$ cat config.mk
export PLATFORM = sky130hd
export DESIGN_NAME = comparator_iter_flat
export DESIGN_NICKNAME = d
export VERILOG_FILES = /design/src/rtl/comparator_iter_if.sv /design/src/rtl/comparator_iter.sv /design/src/flat_wrapper.sv
export SDC_FILE = /design/constraint.sdc
export NUM_CORES = 1
export LEC_CHECK = 0
export CORE_ASPECT_RATIO = 1.1
export CORE_MARGIN = 1
export CORE_UTILIZATION = 62
export CTS_CLUSTER_DIAMETER = 120
export CTS_CLUSTER_SIZE = 16
export DETAILED_ROUTE_END_ITERATION = 6
export DONT_BUFFER_PORTS = 1
export PLACE_DENSITY = 0.81
export REMOVE_ABC_BUFFERS = 1
export SYNTH_ARGS = -nofsm -noshare
export SYNTH_HDL_FRONTEND = slang
export SYNTH_SLANG_ARGS = --single-unit
$ cat constraint.sdc
create_clock -name clk -period 3.86 [get_ports clk]
set_input_delay 0.965 -clock clk [delete_from_list [all_inputs] [get_ports clk]]
set_output_delay 0.965 -clock clk [all_outputs]
set_load 0.03 [all_outputs]
$ cat src/rtl/comparator_iter_if.sv
// Request/result handshake bundle for comparator_iter.
// The master side supplies operands and consumes results; the slave side is the comparator.
interface comparator_iter_if #(
   parameter int unsigned N = 32
);
   logic [N-1:0] a;
   logic [N-1:0] b;
   logic [1:0]   mode;
   logic         i_valid;
   logic         o_ready;
   logic         o_valid;
   logic         i_ready;
   logic         out;

   modport master (
      output a, b, mode, i_valid, i_ready,
      input  o_ready, o_valid, out
   );

   modport slave (
      input  a, b, mode, i_valid, i_ready,
      output o_ready, o_valid, out
   );
endinterface

$ cat src/rtl/comparator_iter.sv
// Iterative EQ/NE/LT/LTU comparator: CHUNK bits per cycle, MSB chunk first.
// Define COMPARATOR_ITER_EARLY_EXIT_EN to finish on the first differing chunk.
module comparator_iter #(
   parameter int unsigned N     = 32,
   parameter int unsigned CHUNK = 8
) (
   input logic              clk,
   input logic              rst,
   comparator_iter_if.slave bus
);
   localparam int unsigned  K       = N / CHUNK;
   localparam int unsigned  IdxW    = (K > 1) ? $clog2(K) : 1;
   localparam logic [N-1:0] MsbMask = N'(1) << (N - 1);
   localparam logic [1:0]   ModeEq  = 2'b00;
   localparam logic [1:0]   ModeNe  = 2'b01;
   localparam logic [1:0]   ModeLt  = 2'b10;

   typedef enum logic [1:0] {StIdle, StRun, StDone} state_e;

   state_e            state_q, state_d;
   logic [N-1:0]      a_q, a_d;
   logic [N-1:0]      b_q, b_d;
   logic [1:0]        mode_q, mode_d;
   logic              decided_q, decided_d;
   logic              lt_q, lt_d;
   logic [IdxW-1:0]   idx_q, idx_d;
   logic              out_q, out_d;

   logic [CHUNK-1:0]  ca, cb;
   logic              first_diff;
   logic              last;
   logic              early;
   logic [N-1:0]      flip;

   assign ca         = CHUNK'(a_q >> (CHUNK * idx_q));
   assign cb         = CHUNK'(b_q >> (CHUNK * idx_q));
   assign first_diff = !decided_q && (ca != cb);
   assign last       = (idx_q == '0);
   // Signed compare becomes unsigned once both sign bits are flipped.
   assign flip       = (bus.mode == ModeLt) ? MsbMask : '0;

`ifdef COMPARATOR_ITER_EARLY_EXIT_EN
   assign early = first_diff;
`else
   assign early = 1'b0;
`endif

   always_comb begin
      state_d   = state_q;
      a_d       = a_q;
      b_d       = b_q;
      mode_d    = mode_q;
      decided_d = decided_q;
      lt_d      = lt_q;
      idx_d     = idx_q;
      out_d     = out_q;
      unique case (state_q)
         StIdle: begin
            if (bus.i_valid) begin
               a_d       = bus.a ^ flip;
               b_d       = bus.b ^ flip;
               mode_d    = bus.mode;
               decided_d = 1'b0;
               lt_d      = 1'b0;
               idx_d     = IdxW'(K - 1);
               state_d   = StRun;
            end
         end
         StRun: begin
            if (first_diff) begin
               decided_d = 1'b1;
               lt_d      = (ca < cb);
            end
            if (last || early) begin
               state_d = StDone;
               case (mode_q)
                  ModeEq:  out_d = ~decided_d;
                  ModeNe:  out_d = decided_d;
                  default: out_d = lt_d;
               endcase
            end else begin
               idx_d = idx_q - 1'b1;
            end
         end
         StDone: begin
            if (bus.i_ready) state_d = StIdle;
         end
         default: state_d = StIdle;
      endcase
   end

   always_ff @(posedge clk) begin
      if (rst) begin
         state_q   <= StIdle;
         a_q       <= '0;
         b_q       <= '0;
         mode_q    <= '0;
         decided_q <= 1'b0;
         lt_q      <= 1'b0;
         idx_q     <= '0;
         out_q     <= 1'b0;
      end else begin
         state_q   <= state_d;
         a_q       <= a_d;
         b_q       <= b_d;
         mode_q    <= mode_d;
         decided_q <= decided_d;
         lt_q      <= lt_d;
         idx_q     <= idx_d;
         out_q     <= out_d;
      end
   end

   assign bus.o_ready = (state_q == StIdle);
   assign bus.o_valid = (state_q == StDone);
   assign bus.out     = out_q;
endmodule

$ cat src/flat_wrapper.sv
// flat-port wrapper written by rule: the top's interface ports become plain ports
module comparator_iter_flat 
#(
   parameter int unsigned N     = 32,
   parameter int unsigned CHUNK = 8
)
  (clk, rst, bus_a, bus_b, bus_mode, bus_i_valid, bus_i_ready, bus_o_ready, bus_o_valid, bus_out);
  comparator_iter_if #(.N(N)) bus_i ();
  input logic clk;
  input logic rst;
  input wire logic [$bits(bus_i.a)-1:0] bus_a;
  input wire logic [$bits(bus_i.b)-1:0] bus_b;
  input wire logic [$bits(bus_i.mode)-1:0] bus_mode;
  input wire logic [$bits(bus_i.i_valid)-1:0] bus_i_valid;
  input wire logic [$bits(bus_i.i_ready)-1:0] bus_i_ready;
  output wire logic [$bits(bus_i.o_ready)-1:0] bus_o_ready;
  output wire logic [$bits(bus_i.o_valid)-1:0] bus_o_valid;
  output wire logic [$bits(bus_i.out)-1:0] bus_out;
  assign bus_i.a = bus_a;
  assign bus_i.b = bus_b;
  assign bus_i.mode = bus_mode;
  assign bus_i.i_valid = bus_i_valid;
  assign bus_i.i_ready = bus_i_ready;
  assign bus_o_ready = bus_i.o_ready;
  assign bus_o_valid = bus_i.o_valid;
  assign bus_out = bus_i.out;
  comparator_iter #(.N(N), .CHUNK(CHUNK)) u_core (.clk(clk), .rst(rst), .bus(bus_i));
endmodule
Word-level counts from Yosys, hierarchy flattened
Cells that the tools add are included.
{"block": "word_totals", "output_inout_bits": 3, "wordCells": 50, "romBits": 0, "latchBits": 0, "mem_bits_rw": 0, "input_bits": 70, "memories": 0, "reg_bits": 73}
{"block": "classes", "n_bitwise": 3, "n_eq_ne": 9, "n_reduce_logical": 11, "shifts": 2, "n_div": 0, "order_cmp": 1, "n_mux": 15, "n_addsub": 1, "mul": 0}
{"operator": "$shr A32 B5 Y8", "count": 2}
{"operator": "$xor A32 B32 Y32", "count": 2}
{"operator": "$mux W32", "count": 1}
{"operator": "$mux W2", "count": 5}
{"operator": "$lt A8 B8 Y1", "count": 1}
{"operator": "$ne A8 B8 Y1", "count": 1}
{"operator": "$logic_not A2 Y1", "count": 3}
{"operator": "$ne A2 B2 Y1 const B", "count": 3}
{"operator": "$pmux W1 S2", "count": 3}
{"operator": "$pmux W2 S3", "count": 1}
{"operator": "$reduce_and A2 Y1", "count": 3}
{"operator": "$reduce_and A3 Y1", "count": 2}
{"operator": "$eq A2 B1 Y1 const B", "count": 2}
{"operator": "$eq A2 B2 Y1 const B", "count": 2}
{"operator": "$mux W1", "count": 4}
{"operator": "$pmux W2 S2", "count": 1}
{"operator": "$ne A2 B1 Y1 const B", "count": 1}
{"operator": "$reduce_bool A2 Y1", "count": 1}
{"operator": "$sub A2 B1 Y2 const B", "count": 1}
{"operator": "$logic_and A1 B1 Y1", "count": 1}
{"operator": "$logic_not A1 Y1", "count": 1}
{"operator": "$not A1 Y1", "count": 1}

Logic depth before layout (Yosys ltp)
Gate-level depths: netlist of run 1.
{"block": "depth", "depth_word": 7, "mapped_depth": 10, "mapped_depth_nobuf": 8}

Least setup slack after synthesis of run 1
Ideal clock, no wire load.
{"block": "synth_timing", "path_type": "reg2reg", "start": "register u_core.idx_q[0]", "end": "register u_core.lt_q", "synth_period_minus_slack_ps": 2742, "setup_time_ps": 88, "stages_incl_launch_ff": 10, "n_path_buf": 2, "arrival_time_ps": 2654, "required_ps": 3772, "slack_ps": 1118, "path_cell_list": "dfxtp_1 -> buf_2 -> buf_4 -> mux4_2 -> ha_1 -> nor2b_4 -> o211ai_2 -> a21oi_1 -> or4_4 -> a311oi_2"}
{"block": "synth_between", "elab_chain_cells": 5, "word_cells_on_any_way": 7, "cone_classes": "order compare: 1; eq/ne: 1; shift: 2; mux: 2; reduce/logical: 1"}
{"item": "start, declared", "line": "comparator_iter.sv:26", "rtl": "logic [IdxW-1:0] idx_q, idx_d;"}
{"item": "start signal, assigned", "line": "comparator_iter.sv:109", "rtl": "idx_q <= idx_d;"}
{"item": "branches (longest 3 deep; another with $lt A8 B8 Y1)"}
{"item": "$mux W1 *", "line": "comparator_iter.sv:70", "rtl": "if (first_diff) begin"}
{"item": "$pmux W1 S2 *", "line": "comparator_iter.sv:57", "rtl": "unique case (state_q)"}
{"item": "end signal, assigned", "line": "comparator_iter.sv:108", "rtl": "lt_q <= lt_d;"}
{"item": "end, declared", "line": "comparator_iter.sv:25", "rtl": "logic lt_q, lt_d;"}
Every way passes the cells marked *.
A chain may end at the register's enable or synchronous reset.

Worst setup path in the final report of run 1
{"block": "layout_timing", "start": "register u_core.idx_q[1]", "end": "register u_core.lt_q"}
The elaborated chain is that of the path after synthesis.

==> out/results.env, run 1 <==
CTS_REPAIR_RESIZE_COUNT=0
WHS_NS=0.449
MAXCAPVIOLATIONS=0
YOSYS.CELL_TYPES.COUNT=30
SETUP_WS_NS=1.10
MUXSHAREOFSYNTHAREA=0.112
CTS_INSERTED_BUFFERS=9
SYNTHESIS.AREA_UM2=3200
SYNTHESIS_TO_FINISH_AREA_GROWTH_PCT=5.94
IR_DROP_mV=0.284
SYNTH_TOP_FAMILY_BY_AREA='simple AND/OR/NAND/NOR gates'
CLK_SLEW_ON_WORST_S_H_PATHS_NS=0.07
CTS_TREE='yes'
CTS.HTREE.LEVELS=3
FINALWEIGHTEDCONGESTION=0.764
OUTCOME='finished with violations'
SYNTH-ADDER-AREA-SHARE=0.0351
RR_STARTPOINT='u_core.idx_q[1]'
ROUTE.DETAILED.DRC=6
SYNTH_SEQ_CELLS=73
TIMING.FINAL.MAX_SLEW_VIOLATIONS=0
SETUP_TOTAL_NEGATIVE_SLACK_NS=0
HOLD_PATH_STARTPOINT='u_core.a_q[27]'
SYNTH.LARGEST_AREA_CELL='dfxtp_1'
POST_SYNTHESIS_SIMPLE_GATE_AREA_FRACTION=0.200
DRTITER0DRC=219
SYNTH_COMPOUND_GATE_AREA_SHARE=0.144
IO_BUFFER_COUNT=0
PWR_DENSITY_CELL_nW_PER_UM2=518
FAILING_CHECKS='DRC'
FILLERINSTANCES=422
CTS_HOLD_BUF=0
TRITONCTS_NUM_SINKS=73
WORSTSETUPENDPOINTTYPE='flop'
FINALCRITICALPERIOD_NS=2.76
CLOCK_TREE.BUFFER_DEPTH=2
CLOCK_TREE.ROOT_CELL='clkbuf_8'
FINAL_UTIL=0.679
TIMING.FMAX_GHz=0.362
HOLDCRITPATHCLASS='flop to flop'
NUM_IO_PINS=73
CLKLATENCYLATEPIN_NS=0.33
SYNTHFLOPTYPE='dfxtp_1'
WORST_SLEW_PIN_SLEW_NS=1.15
WORST_SETUP_PATH_STARTPOINT='u_core.idx_q[1]'
START_KIND='flop'
FIN_SKEW_NS=0.00564
ANTENNA_FOUND_INITIAL=0
FINALNETCOUNT=444
DRT_WL_TOTAL_UM=6370
FINISH.CELL_COUNT_WITHOUT_FILLERS=427
SYNTH.AVG_CELL_AREA_UM2=8.50
FLOORPLAN.INITIALDENSITY=0.641
AVGROUTEDWIREPERCELL_UM=14.9
SETUP-VIOLATIONS-FINAL=0
PLACEMENTROWS=27
PIN_COUNT_OF_THE_BIGGEST_NET_ENTERING_GLOBAL_ROUTING=75
TOTAL_LEAKAGE_POWER_uW=0.00125
DIE_W_UM=70.5
RSZ0062_AT_GRT='no'
INST_COUNT_DP=412
SYNTH-XOR-AREA-SHARE=0.00547
SYNTHCELLS=377
YS_SEQ_AREA_FRAC=0.456
SYNTH_COMMON_CELLS='nand2_1 (133), dfxtp_1 (73), a21oi_1 (72)'
SYNTH_WARNINGS=0
YOSYS.AREA.TOP_TYPE_SHARE=0.456
ANT_NETS=0
DRT_FIRST_PASS_ITERS=6
PERIOD_SHARE=0.716
MAX-SLEW-MARGIN-REL=0.233
PATH_MAX_FANOUT=17
POST_CTS_BUFFERS=0
FIRST_GLOBAL_VIAS=2384
VIAS=2494
SETUP.WORST_PATH.CLASS='flop to flop'
POST_ROUTE_CELLS_DRIVE_ABOVE_1_SHARE=0.108
ANTENNA-DIODE-COUNT=0
ASYNCSETRESETFLOPFRACSYNTH=0
SYNTH.AREA.TOP_CELLS='dfxtp_1 (46%), nand2_1 (16%), a21oi_1 (11%), mux4_2 (11%), ha_1 (3.5%)'
CRITICAL_PATH_DATA_ARRIVAL_TIME_NS=3.02
HOLD_VIOL=0
WORST-ENDPOINT-REQUIRED_NS=4.11
CORE_REGION_AREA_UM2=5000
PRE_CTS_SLACK_NS=1.10
HEIGHT_OF_THE_DIE_UM=77.4
SYNTH_EDF_COUNT=0
GRT.OVERFLOW.TOTAL=0
GLOBAL_ROUTE.USAGE.TOTAL=0.251
GRT_FIRST_PASS_WIRELENGTH_UM=10800
DETAILEDPLACEMENTHPWL_UM=4130
DESIGN.DIE.AREA_UM2=5460
MOST_FREQUENT_CELL_AFTER_SYNTHESIS='nand2_1'
ROUTED_VIA_DENSITY=5.84
==> registers in the layout, indices dropped and copies added, names as in the netlist <==
| register | count |
|---|---|
| u_core.a_q | 32 |
| u_core.state_q | 2 |
| u_core.bus.out | 1 |
| u_core.decided_q | 1 |
| u_core.b_q | 32 |
| u_core.mode_q | 2 |
| u_core.idx_q | 2 |
| u_core.lt_q | 1 |
==> layout make-up <==
type,instances,area [um^2],area share
clock buffers,12,155,0.0457
well taps,58,72.6,0.0214
multi-input cells,267,1600,0.472
flip-flops and latches,73,1460,0.431
repair buffers,3,22.5,0.00663
clock inverters,3,40.0,0.0118
inverters,11,41.3,0.0122
==> path summary, 6_finish.rpt <==
check | to | slack, ns | cells past startpoint
min | u_core.a_q[27] | 0.45 | 2
max | u_core.lt_q | 1.10 | 7
min reg2reg | u_core.a_q[27] | 0.45 | 2
max reg2reg | u_core.lt_q | 1.10 | 7
==> logic make-up after synthesis <==
logic type	after synthesis
buffers and inverters	37
and+or+nand+nor	156
xor gates and xnor gates	2
AOI/OAI and AO/OA	84
muxes	16
adders and majority gates	9
DFF	73
==> stage by stage <==
step                      total power [uW]  instance area [um^2]
after floorplan                       1120                  3100
after global placement                1170                  3200
after detailed placement              1190                  3200
after CTS                             1770                  3390
after global routing                  1860                  3390
final                                 1760                  3390
==> routing by layer <==
layer,part of all wire,GRT usage
met3,0.052,0.0610
met5,0,0
met4,0.023,0.0920
met1,0.41,0.311
met2,0.51,0.425
==> critical path, stage by stage, from the launching register on <==
cell and delay [ns]:
dfxtp_1 0.83, mux4_2 0.41, ha_1 0.32, nor2b_4 0.13, o211ai_2 0.13, a21oi_1 0.09
or4_4 0.53, a311oi_2 0.23
==> power by group <==
part,internal (uW),switching [uW],total [uW]
registers,813,45.2,858
logic,143,170,314
clock network,329,259,587
total,1280,474,1760
==> cells in the final DEF (no fill, tap or decap), types with 2 or more instances in the layout <==
master and instances:
nand4_1 2, a21oi_1 72, nor2b_1 3, nor2_1 6, clkinv_2 2, xnor2_1 2
dfxtp_1 73, ha_1 9, nand2_1 133, buf_4 3, a211oi_1 6, inv_1 11
clkbuf_8 11, mux4_2 16, nand2b_1 3
Note: power is estimated with default switching activity, not from simulation.
==> run 2: changes to the inputs <==
- CORE_UTILIZATION: 62 -> 56
- PLACE_DENSITY: 0.81 -> 0.77
- clock period: 3.86 -> 2.4 ns (I/O delays scaled with it)
==> run 2 against run 1 <==
Compared with the run above: the run ends with setup timing left; sequential power increased by 60%; clock-buffer cell count fell by 1; die area is 10% higher; total power is 77% higher; register-to-register slack worse by 1.2 ns; combinational power rose by 110%; largest power group unchanged; highest routed layer unchanged.
==> out/results.env, run 2 (synthesized netlist as in run 1, its figures left out) <==
CTS.HTREE.LEVELS=3
TIMING.FINAL.MAX_SLEW_VIOLATIONS=0
WORST_SLEW_PIN_SLEW_NS=1.20
DRT_FIRST_PASS_ITERS=4
FLOORPLAN.INITIALDENSITY=0.590
WORST_SETUP_PATH_STARTPOINT='u_core.idx_q[0]'
FINALWEIGHTEDCONGESTION=0.778
GRT.OVERFLOW.TOTAL=0
CTS_HOLD_BUF=0
FIRST_GLOBAL_VIAS=2314
SETUP.WORST_PATH.CLASS='flop to flop'
GRT_USE_MET2=0.379
CLOCK_TREE.ROOT_CELL='clkbuf_8'
FINALCRITICALPERIOD_NS=2.53
SETUP_WS_NS=-0.128
OUTCOME='finished with violations'
WORST-ENDPOINT-REQUIRED_NS=2.65
HOLD_VIOL=0
PATH_DELAY_FAMILY='simple AND/OR/NAND/NOR gates'
IO_BUFFER_COUNT=0
PIN_COUNT_OF_THE_BIGGEST_NET_ENTERING_GLOBAL_ROUTING=75
GROUTE.LAYER.MET3.USAGE=0.0707
GLOBALROUTEMET1UTIL=0.283
CP_CELL_SEQUENCE='buf_4 -> mux4_2 -> ha_4 -> nor2b_4 -> o211ai_2 -> a21oi_1 -> or4_4 -> a311oi_2'
CLKLATENCYLATEPIN_NS=0.35
CLK_SLEW_ON_WORST_S_H_PATHS_NS=0.08
P_TOTAL_uW=3110
POST_ROUTE_CELLS_DRIVE_ABOVE_1_SHARE=0.173
TIMING.FMAX_GHz=0.396
COMMONEST_CELLS_AFTER_ROUTING_FILL_AND_TAPS_ASIDE='nand2_1 (133), a21oi_1 (72), dfxtp_1 (72)'
PATH_MAX_FANOUT=4
DESIGN.DIE.AREA_UM2=6030
FILLERINSTANCES=428
AVGROUTEDWIREPERCELL_UM=14.8
TRITONCTS_NUM_SINKS=73
SETUP-VIOLATIONS-FINAL=2
SYNTHESIS_TO_FINISH_AREA_GROWTH_PCT=14.0
GLOBALROUTE.BUSIESTLAYER='met2'
CLOCK_TREE.BUFFER_DEPTH=2
RSZ0062_AT_GRT='yes'
CTS_TREE='yes'
HOLDCRITPATHCLASS='input pin to flop'
START_KIND='flop'
WORSTPATHBUFFERINVERTERCOUNT=1
GRT_FIRST_PASS_WIRELENGTH_UM=10400
DRT_WL_TOTAL_UM=6730
TOTAL_LEAKAGE_POWER_uW=0.00134
CRITICAL_PATH_DATA_ARRIVAL_TIME_NS=2.78
RR_STARTPOINT='u_core.idx_q[0]'
ROUTE.DETAILED.DRC=0
FIN_SKEW_NS=0.0111
SETUP_TOTAL_NEGATIVE_SLACK_NS=-0.155
IR_DROP_mV=0.685
ANT_NETS=0
GLOBAL_ROUTE.USAGE.TOTAL=0.233
DETAILEDPLACEMENTHPWL_UM=4490
CORE_REGION_AREA_UM2=5430
HEIGHT_OF_THE_DIE_UM=81.3
PWR_DENSITY_CELL_nW_PER_UM2=851
PLACEMENTROWS=28
PERIOD_SHARE=1.05
HOLD_PATH_STARTPOINT='rst'
VIAS=2564
CRITPATHMAXSTAGEDELAY_NS=0.54
NUM_IO_PINS=73
MAX-SLEW-MARGIN-REL=0.202
FAILING_CHECKS='setup timing'
CRIT_PATH_TOP_DELAY_CELL='mux4_2'
MOST_FREQUENT_STANDARD_CELL_IN_THE_LAYOUT_EXCLUDING_FILL_AND_TAP_CELLS='nand2_1'
LARGEST_REGISTERS='u_core.a_q x32, u_core.b_q x32'
FINALNETCOUNT=455
FINAL_UTIL=0.673
ROUTED_VIA_DENSITY=5.62
WORSTSETUPENDPOINTTYPE='flop'
WHS_NS=0.321
CTS_INSERTED_BUFFERS=9
ANTENNA-DIODE-COUNT=0
DRTITER0DRC=211
ANTENNA_FOUND_INITIAL=0
MAXCAPVIOLATIONS=0
DIE_W_UM=74.1
[run 2: worst reg2reg max path: cells and delay by family (launching register included)]
kind / cells / cell delay (ns)
AO/OA/AOI/OAI: 3 / 0.47
adder cells (fa/ha/maj): 1 / 0.26
buffers and inverters: 1 / 0.14
flip-flops: 1 / 0.38
multiplexers: 1 / 0.54
AND/OR/NAND/NOR: 2 / 0.65
[run 2: path summary, 6_finish.rpt]
kind         cells past startpoint  slack, ns              to
max reg2reg                      8      -0.13     u_core.lt_q
min                              1       0.32  u_core.a_q[24]
max                              8      -0.13     u_core.lt_q
min reg2reg                      2       0.45  u_core.a_q[18]
[run 2: report_power, final]
group / internal [uW] / switching, uW / leakage [uW] / total, uW
clock: 638 / 446 / 0.000115 / 1080
combinational: 319 / 335 / 0.000621 / 653
sequential: 1310 / 63.0 / 0.000601 / 1370
total: 2260 / 844 / 0.00134 / 3110
[run 2: final cells by class]
| cell class | instances | area [um^2] | share of cell area |
|---|---|---|---|
| timing repair buffer | 14 | 116 | 0.0319 |
| multi-input combinational | 267 | 1710 | 0.467 |
| clock inverter | 5 | 77.6 | 0.0212 |
| tap | 75 | 93.8 | 0.0257 |
| sequential | 73 | 1470 | 0.401 |
| clock buffer | 11 | 151 | 0.0415 |
| inverter | 11 | 41.3 | 0.0113 |
[run 2: what timing repair did]
item	4_1_cts	5_1_grt
pin swaps	2	6
setup buffers	0	1
setup endpoints to repair	2	2
hold endpoints to repair	0	0
gates resized for setup	6	12
[run 2: per-layer routing]
metal / wire (um) / share of wire / vias up
li1: - / - / 1274
met2: 3290 / 0.49 / 72
met1: 2870 / 0.43 / 1204
met5: 0 / 0 / -
met3: 434 / 0.065 / 14
met4: 126 / 0.019 / 0
[run 2: stage by stage]
| stage | worst slack [ns] | area (um^2) | cells |
|---|---|---|---|
| 6_report | -0.128 | 3650 | 456 |
| 5_1_grt | -0.236 | 3650 | 456 |
| 4_1_cts | -0.110 | 3560 | 455 |
| 3_5_place_dp | -0.154 | 3300 | 439 |
| 3_3_place_gp | -0.0794 | 3300 | 439 |
| 2_1_floorplan | -0.953 | 3100 | 351 |
==> run 3: changes to the inputs <==
- PLACE_DENSITY: 0.77 -> 0.71
- SKIP_CTS_REPAIR_TIMING: default -> 1
==> run 3 against run 2 <==
Compared with the run above: the run still ends with setup timing left; via count is 1.6% lower; sequential power hardly changed; die area stayed put; sequential share of layout area is 0.61 points higher; largest cell class unchanged; first-iteration DRC count is 28% lower; non-clock buffer count is 2 lower; final cell count is 0.44% lower; final area is 1.5% lower; worst hold slack worse by 0.0077 ns; wire length is 1.1% lower; clock-buffer cell count stayed put; register-to-register slack hardly changed.
==> out/results.env, run 3 (synthesized netlist as in run 1, its figures left out) <==
CTS_TREE='yes'
FIN_SKEW_NS=0.00474
WL_MET3_UM=364
FIRST_GLOBAL_VIAS=2276
PATH_DELAY_FAMILY='simple AND/OR/NAND/NOR gates'
IR_DROP_mV=0.595
M1WIRELENGTH_UM=2990
AVGROUTEDWIREPERCELL_UM=14.6
FLOORPLAN.INITIALDENSITY=0.590
POST_ROUTE_CELLS_DRIVE_ABOVE_1_SHARE=0.169
VIAS=2524
DRT_WL_TOTAL_UM=6650
CRIT_PATH_TOP_DELAY_CELL='mux4_2'
POWER.SHARE.SWITCHING=0.284
P_CLK_FRAC=0.317
ANT_NETS=0
PLACEMENTROWS=28
WORSTPATHBUFFERINVERTERCOUNT=1
PWR_DENSITY_CELL_nW_PER_UM2=813
MAXCAPVIOLATIONS=0
PERIOD_SHARE=1.05
SETUP_TOTAL_NEGATIVE_SLACK_NS=-0.199
CLKLATENCYLATEPIN_NS=0.35
POST-ROUTE-CELL-AREA_UM2=3600
DIE_W_UM=74.1
PRE_CTS_SLACK_NS=-0.158
START_KIND='flop'
CLOCK_TREE.BUFFER_DEPTH=2
HOLDCRITPATHCLASS='input pin to flop'
HEIGHT_OF_THE_DIE_UM=81.3
POWER.SHARE.SEQUENTIAL=0.468
TRITONCTS_NUM_SINKS=73
PATH_MAX_FANOUT=5
COMMONEST_CELLS_AFTER_ROUTING_FILL_AND_TAPS_ASIDE='nand2_1 (133), dfxtp_1 (72), a21oi_1 (71)'
IO_BUFFER_COUNT=0
SETUP.WORST_PATH.CLASS='flop to flop'
DESIGN.DIE.AREA_UM2=6030
INTERNAL_POWER_uW=2090
MET2ROUTEDLENGTH_UM=3210
SYNTHESIS_TO_FINISH_AREA_GROWTH_PCT=12.3
PIN_COUNT_OF_THE_BIGGEST_NET_ENTERING_GLOBAL_ROUTING=75
MAX-SLEW-MARGIN-REL=0.232
FINALNETCOUNT=453
FINAL_UTIL=0.662
SETUP-VIOLATIONS-FINAL=2
ROUTE.DETAILED.DRC=0
MOST_FREQUENT_STANDARD_CELL_IN_THE_LAYOUT_EXCLUDING_FILL_AND_TAP_CELLS='nand2_1'
GRT_FIRST_PASS_WIRELENGTH_UM=10200
FINALCRITICALPERIOD_NS=2.53
ANTENNA_FOUND_INITIAL=0
DRTITER0DRC=152
TIMING.FINAL.MAX_SLEW_VIOLATIONS=0
CP_CELL_SEQUENCE='buf_6 -> mux4_2 -> ha_4 -> nor2b_4 -> o211ai_2 -> a21oi_2 -> or4_4 -> a311oi_2'
OUTCOME='finished with violations'
CLOCK_TREE.ROOT_CELL='clkbuf_8'
CLK_SLEW_ON_WORST_S_H_PATHS_NS=0.07
CRITPATHMAXSTAGEDELAY_NS=0.53
COMB_POWER_SHARE=0.215
DPL-INSTANCE-AREA_UM2=3290
TIMING.FMAX_GHz=0.396
TOTAL_LEAKAGE_POWER_uW=0.00130
ROUTED.TOP_LAYER='met4'
CTS.HTREE.LEVELS=3
CORE_REGION_AREA_UM2=5430
WORSTSETUPENDPOINTTYPE='flop'
WORST-ENDPOINT-REQUIRED_NS=2.66
SWITCHINGPOWER_uW=832
SETUP_WS_NS=-0.128
LARGEST_REGISTERS='u_core.a_q x32, u_core.b_q x32'
ANTENNA-DIODE-COUNT=0
WORST_SLEW_PIN_SLEW_NS=1.15
RSZ0062_AT_GRT='yes'
HOLD_VIOL=0
CRITICAL_PATH_DATA_ARRIVAL_TIME_NS=2.79
ROUTED_VIA_DENSITY=5.56
DRT_FIRST_PASS_ITERS=4
GRT.OVERFLOW.TOTAL=0
WHS_NS=0.313
CTS_INSERTED_BUFFERS=9
FINALWEIGHTEDCONGESTION=0.776
NUM_IO_PINS=73
DETAILEDPLACEMENTHPWL_UM=4370
GLOBAL_ROUTE.USAGE.TOTAL=0.229
FAILING_CHECKS='setup timing'
==> run 3: path summary, 6_finish.rpt <==
check / from / end / slack (ns) / cells after the start
setup reg to reg: u_core.idx_q[0] / u_core.lt_q / -0.13 / 8
hold / removal: rst / u_core.b_q[5] / 0.31 / 1
hold reg to reg: u_core.a_q[5] / u_core.a_q[5] / 0.45 / 2
setup / recovery: u_core.idx_q[0] / u_core.lt_q / -0.13 / 8
==> run 3: stage by stage <==
step | power, uW | instances
floorplan | 1800 | 351
global placement | 1940 | 438
detailed placement | 1960 | 438
CTS | 2880 | 454
global route | 3080 | 454
finish | 2930 | 454
==> run 3: final cells by class <==
| cell class | instances | area (um^2) |
|---|---|---|
| fill | 467 | 1830 |
| multi-input combinational | 267 | 1700 |
| sequential | 73 | 1470 |
| clock buffer | 11 | 131 |
| timing repair buffer | 12 | 110 |
| tap | 75 | 93.8 |
| clock inverter | 5 | 56.3 |
| inverter | 11 | 41.3 |
==> run 3: metal layers <==
metal	GRT usage	up-vias
li1	-	1268
met1	0.309	1190
met2	0.346	57
met3	0.0645	9
met4	0.0904	0
met5	0	-
==> run 3: power by group through the flow <==
stage	Clock, uW	Combinational, uW	Sequential (uW)
floorplan	0	397	1400
global placement	0	548	1390
detailed placement	0	564	1390
CTS	943	565	1370
global route	997	702	1380
finish	926	629	1370
==> RTL change 1, RTL diff (settings of run 3) <==
`CHUNK` is set to 8 in 2 places; all go to 4.
--- a/src/rtl/comparator_iter.sv
+++ b/src/rtl/comparator_iter.sv
@@ -2,7 +2,7 @@
 // Define COMPARATOR_ITER_EARLY_EXIT_EN to finish on the first differing chunk.
 module comparator_iter #(
    parameter int unsigned N     = 32,
-   parameter int unsigned CHUNK = 8
+   parameter int unsigned CHUNK = 4
 ) (
    input logic              clk,
    input logic              rst,
--- a/src/flat_wrapper.sv
+++ b/src/flat_wrapper.sv
@@ -2,7 +2,7 @@
 module comparator_iter_flat 
 #(
    parameter int unsigned N     = 32,
-   parameter int unsigned CHUNK = 8
+   parameter int unsigned CHUNK = 4
 )
   (clk, rst, bus_a, bus_b, bus_mode, bus_i_valid, bus_i_ready, bus_o_ready, bus_o_valid, bus_out);
   comparator_iter_if #(.N(N)) bus_i ();
Check against the original RTL: not equivalent (a bounded check fails within 10 cycles, from zero or initial values and one cycle with rst high).
==> RTL change 1 against run 3 <==
  * The run still ends with negative setup slack left
  * Count of clock-buffer cells in the layout grew 1
  * Cell area grew 0.56%
  * Setup slack gained 0.018 ns
  * Sequential cell count grew 1
  * Total power shrank 1.1%
  * Synthesized area grew 2.1%
  * Worst hold slack gained 0.010 ns
  * First-iteration DRC count shrank 11%
  * Routed wire length grew 2.8%
  * Sequential power grew 3%
  * Highest routed layer unchanged
==> RTL change 1: results (changes against run 3) <==
- Total routing resource utilization after global routing: 23.83% (+0.93 points)
- Routed wire length: 6.839 mm (+2.8%)
- Fraction of final layout cells with drive strength greater than 1: 16.80% (-0.087 points)
- First-pass GRT wire length: 10.77 mm (+5.6%)
- Sink of the worst hold path: u_core.a_q[20]
- FF-to-FF setup slack: -0.11 ns (+0.02 ns)
- Worst-path maximum fanout: 6 (+1)
- Result of the run: finished, violations left
- Met1 demand-to-capacity share in global routing: 31.39% (+0.51 points)
- Met1 WL: 3.114 mm (+4.2%)
- Kind of cell with the highest combined delay on the critical path: multiplexers
- Largest registers in the final layout: u_core.a_q: 32 flops, u_core.b_q: 32 flops, u_core.idx_q: 3 flops
- Cell types occupying the most area after synthesis: sky130_fd_sc_hd__dfxtp_1 45%, sky130_fd_sc_hd__nand2_1 15%, sky130_fd_sc_hd__mux4_2 11%
- Post-layout worst setup margin: -0.1095 ns (+0.01848 ns)
- Worst Clk Skew: 0.006954 ns (+0.002210 ns)
- Vias per cell: 5.582 (+0.41%)
- Fraction of the yosys area taken by sequential cells: 45.26% (-0.35 points)
- Synth cell count leaders: 130 x sky130_fd_sc_hd__nand2_1, 74 x sky130_fd_sc_hd__dfxtp_1, 71 x sky130_fd_sc_hd__a21oi_1
- Power spent charging and discharging nets: 0.8228 mW (-1.1%)
- Gpl congestion: 0.7602 (-2.0%)
- WHS: 0.3239 ns (+0.01043 ns)
- Post-synthesis share of cell area spent on full adders, half adders and majority gates: 2.294% (-1.2 points)
- Overall power: 2.893 mW (-1.1%)
- Met2 capacity usage during global routing: 36.49% (+1.9 points)
- Violated checks: negative setup slack
- Slew at the pin closest to its max-slew limit: 0.6275 ns (-0.5241 ns)
- Multiplexer fraction of the synthesized cell area: 13.95% (+2.7 points)
- Post-DP Area: 3303 um2 (+0.46%)
- Final sum of negative setup slack: -0.2123 ns (-0.01289 ns)
- Number of endpoints failing setup at the final stage: 2 (unchanged)
- Max rail drop VDD: 492.0 uV (-17%)
- Worst endpoint data arrival time: 2.76 ns (-0.03 ns)
- Syn Area/Cell: 8.728 um2 (+2.7%)
==> RTL change 1: layout make-up <==
| class | count | area, um2 |
|---|---|---|
| clock buffer | 12 | 155.1 |
| clock inverter | 3 | 15.01 |
| fill | 470 | 1883 |
| inverter | 2 | 7.507 |
| multi-input combinational | 271 | 1743 |
| sequential | 74 | 1486 |
| tap | 75 | 93.84 |
| timing repair buffer | 13 | 116.4 |
==> RTL change 1: worst register-to-register path, cell delays in order (launching register included) <==
cell,delay [ns]
sky130_fd_sc_hd__dfxtp_4,0.38
sky130_fd_sc_hd__buf_8,0.13
sky130_fd_sc_hd__mux4_2,0.51
sky130_fd_sc_hd__mux2_4,0.30
sky130_fd_sc_hd__ha_4,0.22
sky130_fd_sc_hd__nand4_1,0.12
sky130_fd_sc_hd__nand2b_1,0.10
sky130_fd_sc_hd__or3_4,0.40
sky130_fd_sc_hd__a221oi_2,0.26
